## src/rtl/muldiv_pkg.sv

```systemverilog
// Shared definitions for the multiply/divide engine: funct encodings, FSM states
// and decode helpers.
package muldiv_pkg;

  localparam logic [5:0]  FUNCT_MULT    = 6'b011000;
  localparam logic [5:0]  FUNCT_MULTU   = 6'b011001;
  localparam logic [5:0]  FUNCT_DIV     = 6'b011010;
  localparam logic [5:0]  FUNCT_DIVU    = 6'b011011;
  localparam logic [31:0] DIV0_QUOTIENT = 32'hFFFF_FFFF;

  typedef enum logic [1:0] {
    IDLE = 2'd0,
    CALC = 2'd1,
    DONE = 2'd2
  } state_t;

  function automatic logic funct_valid(input logic [5:0] f);
    case (f)
      FUNCT_MULT, FUNCT_MULTU, FUNCT_DIV, FUNCT_DIVU: funct_valid = 1'b1;
      default:                                        funct_valid = 1'b0;
    endcase
  endfunction

  function automatic logic funct_is_div(input logic [5:0] f);
    case (f)
      FUNCT_DIV, FUNCT_DIVU: funct_is_div = 1'b1;
      default:               funct_is_div = 1'b0;
    endcase
  endfunction

  function automatic logic funct_is_signed(input logic [5:0] f);
    case (f)
      FUNCT_MULT, FUNCT_DIV: funct_is_signed = 1'b1;
      default:               funct_is_signed = 1'b0;
    endcase
  endfunction

endpackage

```

## src/rtl/muldiv_restoring_step.sv

```systemverilog
// One restoring-division iteration: shift a dividend bit into the partial
// remainder and keep the trial subtraction only when it does not underflow.
module muldiv_restoring_step
  import muldiv_pkg::*;
#(
  parameter int WIDTH = 32
) (
  input  logic [WIDTH-1:0] rem,
  input  logic             dividend_bit,
  input  logic [WIDTH-1:0] divisor,
  output logic [WIDTH-1:0] rem_next,
  output logic             quot_bit
);

  logic [WIDTH:0] trial_s;
  logic [WIDTH:0] diff_s;

  assign trial_s = {rem, dividend_bit};
  assign diff_s  = trial_s - {1'b0, divisor};

  // Trial subtract: the remainder stays below the divisor, so WIDTH bits suffice
  always_comb begin
    if (trial_s >= {1'b0, divisor}) begin
      quot_bit = 1'b1;
      rem_next = diff_s[WIDTH-1:0];
    end else begin
      quot_bit = 1'b0;
      rem_next = trial_s[WIDTH-1:0];
    end
  end

endmodule

```

## src/rtl/muldiv_unit.sv

```systemverilog
// Iterative MULT/MULTU/DIV/DIVU engine delivering {HI,LO} with a one-cycle multWe strobe.
// Define MULDIV_FAST_MULT_EN for a single-cycle multiply path; divides stay iterative.
module muldiv_unit
  import muldiv_pkg::*;
#(
  parameter int WIDTH = 32
) (
  input  logic               clk,
  input  logic               rst,
  input  logic               start,
  input  logic [5:0]         funct,
  input  logic [WIDTH-1:0]   busA,
  input  logic [WIDTH-1:0]   busB,
  input  logic               cancel,
  output logic               busy,
  output logic               multWe,
  output logic [2*WIDTH-1:0] busmult
);

  state_t             state_r, state_next_s;
  logic [4:0]         count_r;
  logic [2*WIDTH-1:0] acc_r, step_next_s, calc_result_s, wb_value_s, prod_neg_s;
  logic [WIDTH-1:0]   opa_r, opb_r;
  logic               is_div_r, neg_res_r, neg_rem_r;
  logic [2*WIDTH-1:0] busmult_r;
  logic               multwe_r, busy_r;

  logic               op_valid_s, op_div_s, op_signed_s, a_neg_s, b_neg_s;
  logic               accept_s, fast_s, last_step_s, pulse_s, wb_en_s;
  logic [WIDTH-1:0]   a_mag_s, b_mag_s;
  logic [WIDTH:0]     mult_sum_s;
  logic [WIDTH-1:0]   rem_next_s, quot_raw_s, rem_raw_s, quot_fix_s, rem_fix_s;
  logic               quot_bit_s;

  assign op_valid_s  = funct_valid(funct);
  assign op_div_s    = funct_is_div(funct);
  assign op_signed_s = funct_is_signed(funct);
  assign a_neg_s     = op_signed_s & busA[WIDTH-1];
  assign b_neg_s     = op_signed_s & busB[WIDTH-1];
  // 0x80000000 negates to itself, which is the correct unsigned magnitude
  assign a_mag_s     = a_neg_s ? (~busA + 32'd1) : busA;
  assign b_mag_s     = b_neg_s ? (~busB + 32'd1) : busB;
  assign accept_s    = (state_r == IDLE) && start && op_valid_s && !cancel;

`ifdef MULDIV_FAST_MULT_EN
  logic [2*WIDTH-1:0] fast_prod_s, fast_result_s;
  assign fast_s        = accept_s && !op_div_s;
  assign fast_prod_s   = {32'd0, a_mag_s} * {32'd0, b_mag_s};
  assign fast_result_s = (a_neg_s ^ b_neg_s) ? (~fast_prod_s + 64'd1) : fast_prod_s;
`else
  assign fast_s = 1'b0;
`endif

  // Multiply: {HI,LO} shift-right accumulator with the multiplier in LO
  assign mult_sum_s = {1'b0, acc_r[2*WIDTH-1:WIDTH]}
                    + (acc_r[0] ? {1'b0, opa_r} : {(WIDTH+1){1'b0}});

  // Divide: {remainder, dividend/quotient} shift-left register
  muldiv_restoring_step #(.WIDTH(WIDTH)) u_step (
    .rem          (acc_r[2*WIDTH-1:WIDTH]),
    .dividend_bit (acc_r[WIDTH-1]),
    .divisor      (opb_r),
    .rem_next     (rem_next_s),
    .quot_bit     (quot_bit_s)
  );

  assign step_next_s = is_div_r ? {rem_next_s, acc_r[WIDTH-2:0], quot_bit_s}
                                : {mult_sum_s, acc_r[WIDTH-1:1]};

  assign quot_raw_s  = step_next_s[WIDTH-1:0];
  assign rem_raw_s   = step_next_s[2*WIDTH-1:WIDTH];
  assign prod_neg_s  = ~step_next_s + 64'd1;

  // Sign fix-up applied to the value produced by the final iteration
  always_comb begin
    quot_fix_s    = quot_raw_s;
    rem_fix_s     = rem_raw_s;
    calc_result_s = step_next_s;
    if (opb_r == 32'd0) begin
      quot_fix_s = DIV0_QUOTIENT;
    end else if (neg_res_r) begin
      quot_fix_s = ~quot_raw_s + 32'd1;
    end else begin
      quot_fix_s = quot_raw_s;
    end
    if (neg_rem_r) begin
      rem_fix_s = ~rem_raw_s + 32'd1;
    end else begin
      rem_fix_s = rem_raw_s;
    end
    if (is_div_r) begin
      calc_result_s = {rem_fix_s, quot_fix_s};
    end else if (neg_res_r) begin
      calc_result_s = prod_neg_s;
    end else begin
      calc_result_s = step_next_s;
    end
  end

  // Writeback source: fast product at accept, otherwise the fixed-up iterative result
  always_comb begin
    wb_value_s = calc_result_s;
`ifdef MULDIV_FAST_MULT_EN
    if (fast_s) begin
      wb_value_s = fast_result_s;
    end else begin
      wb_value_s = calc_result_s;
    end
`endif
  end

  assign last_step_s = (state_r == CALC) && (count_r == 5'd31) && !cancel;
  assign pulse_s     = (state_r == DONE) && !cancel;
  assign wb_en_s     = last_step_s || fast_s;

  // Next-state logic
  always_comb begin
    state_next_s = state_r;
    case (state_r)
      IDLE: begin
        if (accept_s) begin
          state_next_s = fast_s ? DONE : CALC;
        end else begin
          state_next_s = IDLE;
        end
      end
      CALC: begin
        if (cancel) begin
          state_next_s = IDLE;
        end else if (count_r == 5'd31) begin
          state_next_s = DONE;
        end else begin
          state_next_s = CALC;
        end
      end
      DONE:    state_next_s = IDLE;
      default: state_next_s = IDLE;
    endcase
  end

  // State register
  always_ff @(posedge clk or posedge rst) begin
    if (rst) begin
      state_r <= IDLE;
    end else begin
      state_r <= state_next_s;
    end
  end

  // Operand capture, iteration datapath and registered outputs
  always_ff @(posedge clk or posedge rst) begin
    if (rst) begin
      count_r   <= 5'd0;
      acc_r     <= 64'd0;
      opa_r     <= 32'd0;
      opb_r     <= 32'd0;
      is_div_r  <= 1'b0;
      neg_res_r <= 1'b0;
      neg_rem_r <= 1'b0;
      busmult_r <= 64'd0;
      multwe_r  <= 1'b0;
      busy_r    <= 1'b0;
    end else begin
      if (accept_s) begin
        count_r   <= 5'd0;
        opa_r     <= a_mag_s;
        opb_r     <= b_mag_s;
        is_div_r  <= op_div_s;
        neg_res_r <= a_neg_s ^ b_neg_s;
        neg_rem_r <= a_neg_s;
        acc_r     <= op_div_s ? {32'd0, a_mag_s} : {32'd0, b_mag_s};
      end else if (state_r == CALC) begin
        count_r <= count_r + 5'd1;
        acc_r   <= step_next_s;
      end
      if (wb_en_s) begin
        busmult_r <= wb_value_s;
      end
      multwe_r <= pulse_s;
      // busy spans accept through the strobe cycle; a cancel drops it at once
      if (accept_s) begin
        busy_r <= 1'b1;
      end else if (cancel || multwe_r) begin
        busy_r <= 1'b0;
      end
    end
  end

  assign busy    = busy_r;
  assign multWe  = multwe_r;
  assign busmult = busmult_r;

endmodule

```

## config.mk

```make
export PLATFORM = sky130hd
export DESIGN_NAME = muldiv_unit
export DESIGN_NICKNAME = d
export VERILOG_FILES = /design/src/rtl/muldiv_pkg.sv /design/src/rtl/muldiv_restoring_step.sv /design/src/rtl/muldiv_unit.sv
export SDC_FILE = /design/constraint.sdc
export NUM_CORES = 1
export LEC_CHECK = 0
export CAP_MARGIN = 20
export CORE_MARGIN = 2
export CORE_UTILIZATION = 60
export CTS_CLUSTER_SIZE = 16
export DETAILED_ROUTE_END_ITERATION = 8
export PLACE_DENSITY = 0.82
export SETUP_SLACK_MARGIN = 0.4
export SYNTH_ARGS = -nofsm -noshare
export SYNTH_HDL_FRONTEND = slang
export SYNTH_SLANG_ARGS = --single-unit
```

## constraint.sdc

```tcl
create_clock -name clk -period 9.6 [get_ports clk]
set_input_delay 1.44 -clock clk [delete_from_list [all_inputs] [get_ports clk]]
set_output_delay 1.44 -clock clk [all_outputs]
set_load 0.05 [all_outputs]
```

# Word-level counts from Yosys, hierarchy flattened
# Cells that the tools add are included.
# word_totals
register_bits	204
out_inout_bits	66
elab_cells	75
in_bits	74
# classes
n_addsub	8
n_eq_ne	7
n_mux	25
order_cmp	1
n_bitwise	8
reduce_logical	15
# ops
op	n
$mux W64	5
$mux W32	8
$add A32 B1 Y32 const B	4
$not A32 Y32	4
$add A64 B1 Y64 const B	1
$not A64 Y64	1
$add A32 B32 Y33	1
$ge A33 B32 Y1	1
$logic_not A32 Y1	1
$sub A32 B32 Y32	1
$eq A6 B5 Y1 const B	4
$mux W5	2
$mux W1	7
$logic_and A1 B1 Y1	6
$add A5 B1 Y5 const B	1
$eq A5 B5 Y1 const B	1
$mux W2	2
$pmux W2 S2	1
$reduce_bool A2 Y1	2
$reduce_or A2 Y1	2
$reduce_or A4 Y1	1
$and A1 B1 Y1	2
$eq A2 B1 Y1 const B	1
$eq A2 B2 Y1 const B	1
4 further kinds	4

# Logic depth before layout (Yosys ltp)
# depth
ltp_word	8
mapped_depth	23
ltp_nobuf	21

# By module
# From an unflattened synthesis, not the netlist that was laid out.
# hier_totals
hier_cells	2067
hier_area_um2	16879.9
# by_module_without_submodules
mod	instances	seq_area_each_um2	area_each_um2	cells_each
muldiv_unit	1	5104.9	14549.0	1744
muldiv_restoring_step	1	0.0	2331.0	323

# Worst setup path after synthesis
# OpenSTA, ideal clock, no wires.
# synth_timing
path_type	reg-to-reg
from	register acc_r[61]
to	register busmult_r[58], in the netlist busmult[58]
arrival_ps	5150
path_stages_with_launch	22
period_less_slack_ps	5281
path_buffers	1
path_slack_ps	4319
setup_time_ps	131
required_time_ps	9469
path_cell_list	dfrtp_1 ha_1 a21o_1 a211o_1 a2111oi_4 a21o_2 a41oi_1 inv_1 ha_1 nor3b_1 o221ai_1 or2_1 nor4_1 and3_1 nand3_1 or2_1 o31a_1 buf_2 or3_1 o31ai_1 xnor2_1 o21ai_1
# synth_via
elab_chain_cells	7
word_cells_on_any_way	11
cone_classes	add/sub (2); order compare (1); mux (6); bitwise (2)
# synth_lines
element	line	source
start: declaration	muldiv_unit.sv:22	logic [2*WIDTH-1:0] acc_r, step_next_s, calc_result_s, wb_value_s, prod_neg_s;
start signal: assignment	muldiv_unit.sv:171	acc_r <= op_div_s ? {32'd0, a_mag_s} : {32'd0, b_mag_s};
start signal: assignment	muldiv_unit.sv:174	acc_r <= step_next_s;
$ge A33 B32 Y1 *	muldiv_restoring_step.sv:23	if (trial_s >= {1'b0, divisor}) begin
$mux W1 or $mux W32 (tied branches)	muldiv_restoring_step.sv:23	
$mux W64 *	muldiv_unit.sv:67	assign step_next_s = is_div_r ? {rem_next_s, acc_r[WIDTH-2:0], quot_bit_s}
$not A64 Y64 or $not A32 Y32 (tied branches)	muldiv_unit.sv:72, muldiv_unit.sv:87	
$add A64 B1 Y64 or $add A32 B1 Y32 (tied branches)	muldiv_unit.sv:72, muldiv_unit.sv:87	
$mux W64 or $mux W32 (tied branches)	muldiv_unit.sv:93, muldiv_unit.sv:86	
$mux W64 *	muldiv_unit.sv:91	if (is_div_r) begin
end signal: assignment	muldiv_unit.sv:177	busmult_r <= wb_value_s;
end: declaration	muldiv_unit.sv:25	logic [2*WIDTH-1:0] busmult_r;
# Every way passes the cells marked *; elsewhere a longest branch is shown, timed or not.
# A chain may end at the register's enable or synchronous reset.

# Worst setup path after layout
# layout_timing
from	register acc_r[49]
to	register busmult_r[60], in the netlist busmult[60]
# layout_via
elab_chain_cells	7
word_cells_on_any_way	13
cone_classes	add/sub (4); order compare (1); mux (6); bitwise (2)
# layout_lines
element	line
$sub A32 B32 Y32 or $ge A33 B32 Y1 (tied branches)	muldiv_restoring_step.sv:19, muldiv_restoring_step.sv:23
$mux W32 or $mux W1 (tied branches)	muldiv_restoring_step.sv:23
$mux W64 *	muldiv_unit.sv:67
$not A64 Y64 or $not A32 Y32 (tied branches)	muldiv_unit.sv:72, muldiv_unit.sv:87
$add A64 B1 Y64 or $add A32 B1 Y32 (tied branches)	muldiv_unit.sv:72, muldiv_unit.sv:87
$mux W64 or $mux W32 (tied branches)	muldiv_unit.sv:93, muldiv_unit.sv:86
$mux W64 *	muldiv_unit.sv:91
# Marks and branches as above.

==> results.yml <==
cts:
  hold_buffers: 0
  clk_path_buf_depth: 3
  clk_pin_slew_ns: 0.07
  cts.sink_count: 204
  cts_buffers: 23
  clockRootBuffer: "clkbuf_16"
  cts_resized: 0
  cts_tree: "done"
  htree_levels: 1
  post_cts_buffers: 0
  clkLatencyLatePin_ns: 0.54
critical_path:
  timing.rr.start: "acc_r[49]"
  cp-end-kind: "flop"
  r2r-end: "busmult[60]"
  start_kind: "flop"
  crit_type: "reg -> reg"
  arrival_ns: 6.79
  critical_path.max_fanout: 12
  cp.required_ns: 9.97
  ff2ff_setup_slack_ns: 3.18
  r2r_cells: 20
worst_hold_path:
  holdPathEnd: "opa_r[22]"
  hold_path_depth: 2
  hold_class: "reg -> reg"
  hold_start: "opa_r[22]"
global_route:
  grt_util_all_layers: 0.397
  grt_max_degree: 99
  grt_pass1_vias: 15400
  grt_pass1_wl_um: 88300
  grt_remaining_overflow: 0
  antenna_found_initial: 1
sta:
  setup_tns_ns: 0
  setup_viol: 0
  rsz0062_at_grt: "false"
  fmax_mhz: 156
  relSlewSlack: 0.270
  fin_crit_ns: 6.42
  tightest_slew_ns: 1.08
  fin_crit_sh: 0.669
  finalHoldViolCount: 0
  slew_viol_final: 0
  finClkSkew_ns: 0.0217
synth:
  syn_area_per_cell_um2: 7.99
  synth_edf_count: 0
  synth_top_family_by_area: "compound AO/OA/AOI/OAI gates"
  syn-num-nets: 2194
  synth-main-ff-cell: "dfrtp_1"
  synth_compound_area_frac: 0.239
  ys_types: 97
  yosysWarnings: 0
  synth_cells: 2048
  ys_seq_elements: 204
  ys_seq_area_frac: 0.312
  synth-async-reset-ratio: 1.00
  synth_area_um2: 16400
  yosys.area_share.simple: 0.223
  synthMuxAreaShare: 0.0412
  synth_xor_area_frac: 0.0856
  synth-adder-area-share: 0.0560
finish:
  drive_above_1_share: 0.0499
  num_antenna_cells: 0
  finalNetCount: 2255
  area_growth_pct: 13.7
  fin_cells: 2467
outcome:
  status: "completed"
placed_design:
  io_buffers: 139
  gp_congestion: 0.999
  post-dp-hpwl_um: 43400
  place_inst: 2423
floorplanning:
  core_region_area_um2: 26900
  std_cell_rows: 60
  chipWidth_um: 169
  fp.dieArea_um2: 28600
  die_h_um: 169
  initial_core_util: 0.609
  boundaryPins: 140
pwr:
  pwr_density_cell_nw_per_um2: 313
  p_leak_nw: 7.86
  ir_drop_mv: 0.182
drt:
  drcViolationCount: 0
  post_drt_via_cell_ratio: 6.65
  drt_iter0_drc: 1989
  via_count: 16400
  wl_per_cell_um: 23.2
  routed_wl_um: 57300
  drtAntennaViolNets: 0
  drt-pass1-iter-count: 7
flow_run:
  drv_cap: 0
-- critical path, stage by stage (launching register included) --
cell and delay [ns]:
dfrtp_1 0.43, ha_1 0.46, a21oi_1 0.30, o21bai_1 0.19
a2111oi_4 0.42, a21o_2 0.31, a41oi_1 0.34, inv_1 0.22
ha_1 0.21, nor3b_1 0.24, o221ai_1 0.19, or2_1 0.29
nor4_1 0.51, and3_1 0.25, nand3_1 0.11, or2_1 0.33
o31a_1 0.46, nand2b_1 0.25, o41ai_1 0.47, xor2_1 0.19
o21ai_1 0.07
-- per-layer routing --
| metal | global-route usage | share of wire | vias up |
|---|---|---|---|
| met3 | 0.0560 | 0.091 | 166 |
| met5 | 0 | 0.00047 | - |
| met1 | 0.524 | 0.39 | 7830 |
| met2 | 0.636 | 0.45 | 909 |
| met4 | 0.210 | 0.065 | 2 |
| li1 | - | - | 7488 |
-- layout by cell type (no fill, tap or decap), drive strengths merged, types with 11 or more instances in the layout --
| master | synthesis | final |
|---|---|---|
| a21oi | 126 | 126 |
| inv | 61 | 62 |
| and2 | 42 | 42 |
| o221ai | 22 | 22 |
| dfrtp | 204 | 204 |
| a31oi | 15 | 15 |
| nor2b | 14 | 14 |
| o211ai | 20 | 20 |
| a211oi | 13 | 13 |
| and3 | 18 | 18 |
| clkbuf | 85 | 33 |
| clkdlybuf4s50 | 0 | 138 |
| buf | 35 | 18 |
| nor3 | 52 | 52 |
| mux2 | 11 | 11 |
| xnor2 | 72 | 72 |
| nand2b | 19 | 19 |
| ha | 70 | 70 |
| a21o | 24 | 24 |
| nand3 | 53 | 53 |
| nand4 | 29 | 29 |
| nor4 | 23 | 23 |
| nor2 | 136 | 136 |
| xor2 | 88 | 88 |
| nand2 | 310 | 310 |
| o21ai | 230 | 230 |
| or3 | 15 | 15 |
| mux2i | 55 | 55 |
| o22a | 31 | 31 |
| o21a | 17 | 17 |
| o31ai | 18 | 18 |
-- power breakdown --
| group | total [mW] | internal (mW) | leakage, nW | switching [mW] |
|---|---|---|---|---|
| registers | 1.30 | 1.05 | 2.61 | 0.248 |
| logic | 3.65 | 1.26 | 4.89 | 2.38 |
| clock network | 0.884 | 0.509 | 0.364 | 0.376 |
-- synthesized netlist by cell type (8+ instances only) --
library cell | n | area, um2
nand2_1 | 309 | 1160
o21ai_0 | 216 | 1080
dfrtp_1 | 204 | 5100
nor2_1 | 135 | 507
a21oi_1 | 124 | 621
xor2_1 | 88 | 771
clkbuf_1 | 85 | 319
xnor2_1 | 72 | 631
ha_1 | 70 | 876
inv_1 | 61 | 229
mux2i_1 | 55 | 551
nand3_1 | 52 | 260
nor3_1 | 51 | 255
and2_1 | 42 | 263
o22a_1 | 31 | 272
nand4_1 | 28 | 175
a21o_1 | 23 | 173
nor4_1 | 23 | 144
o221ai_1 | 22 | 193
nand2b_1 | 19 | 119
and3_1 | 18 | 113
buf_2 | 18 | 90.1
o211ai_1 | 18 | 135
o31ai_1 | 18 | 135
o21a_1 | 17 | 128
a31oi_1 | 14 | 87.6
buf_1 | 14 | 52.6
nor2b_1 | 14 | 87.6
o21ai_1 | 14 | 70.1
or3_1 | 14 | 87.6
a211oi_1 | 12 | 90.1
mux2_2 | 10 | 113
or4_1 | 9 | 67.6
nor3b_1 | 8 | 60.1
or2_2 | 8 | 50.1
-- per-stage QoR --
stage	area [um2]	worst slack, ns	hold WS, ns	total power [mW]	util
2_1_floorplan	16400	2.59	0.438	3.73	-
3_3_place_gp	17800	3.54	0.455	4.75	0.663
3_5_place_dp	17800	3.39	0.463	4.81	0.663
4_1_cts	18600	3.36	0.476	5.70	0.691
5_1_grt	18600	2.72	0.489	6.14	0.693
6_report	18600	3.18	0.477	5.83	0.693
-- how the worst max path moves through the flow --
stage,from,end,slack (ns),cells past startpoint
finish,acc_r[49],busmult[60],3.18,20
global route,acc_r[49],busmult[60],2.72,20
CTS,acc_r[49],busmult[58],3.36,20
detailed placement,acc_r[49],busmult[60],3.39,20
global placement,acc_r[49],busmult[58],3.54,20
floorplan,rst,acc_r[0],2.59,1
-- sequential cells by signal, indices dropped and copies added (netlist names) --
register and count:
is_div_r 1, acc_r 64, neg_res_r 1, multWe 1
neg_rem_r 1, count_r 5, state_r 2, opb_r 32
busmult 64, busy 1, opa_r 32
-- final cells by class --
type | count | area [um2]
well taps | 341 | 427
repair buffers | 156 | 1530
multi-input cells | 1663 | 10600
flip-flops and latches | 204 | 5110
clock buffers | 33 | 663
fillers | 2247 | 8260
clock inverters | 9 | 82.6
inverters | 61 | 236
-- kinds of logic after synthesis --
logic type	after synthesis
simple gates	762
flops	204
compound gates	603
buf+inv	181
fa+ha+maj	72
mux	66
xor+xnor	160
No activity file was read; power rests on OpenSTA's default activity.
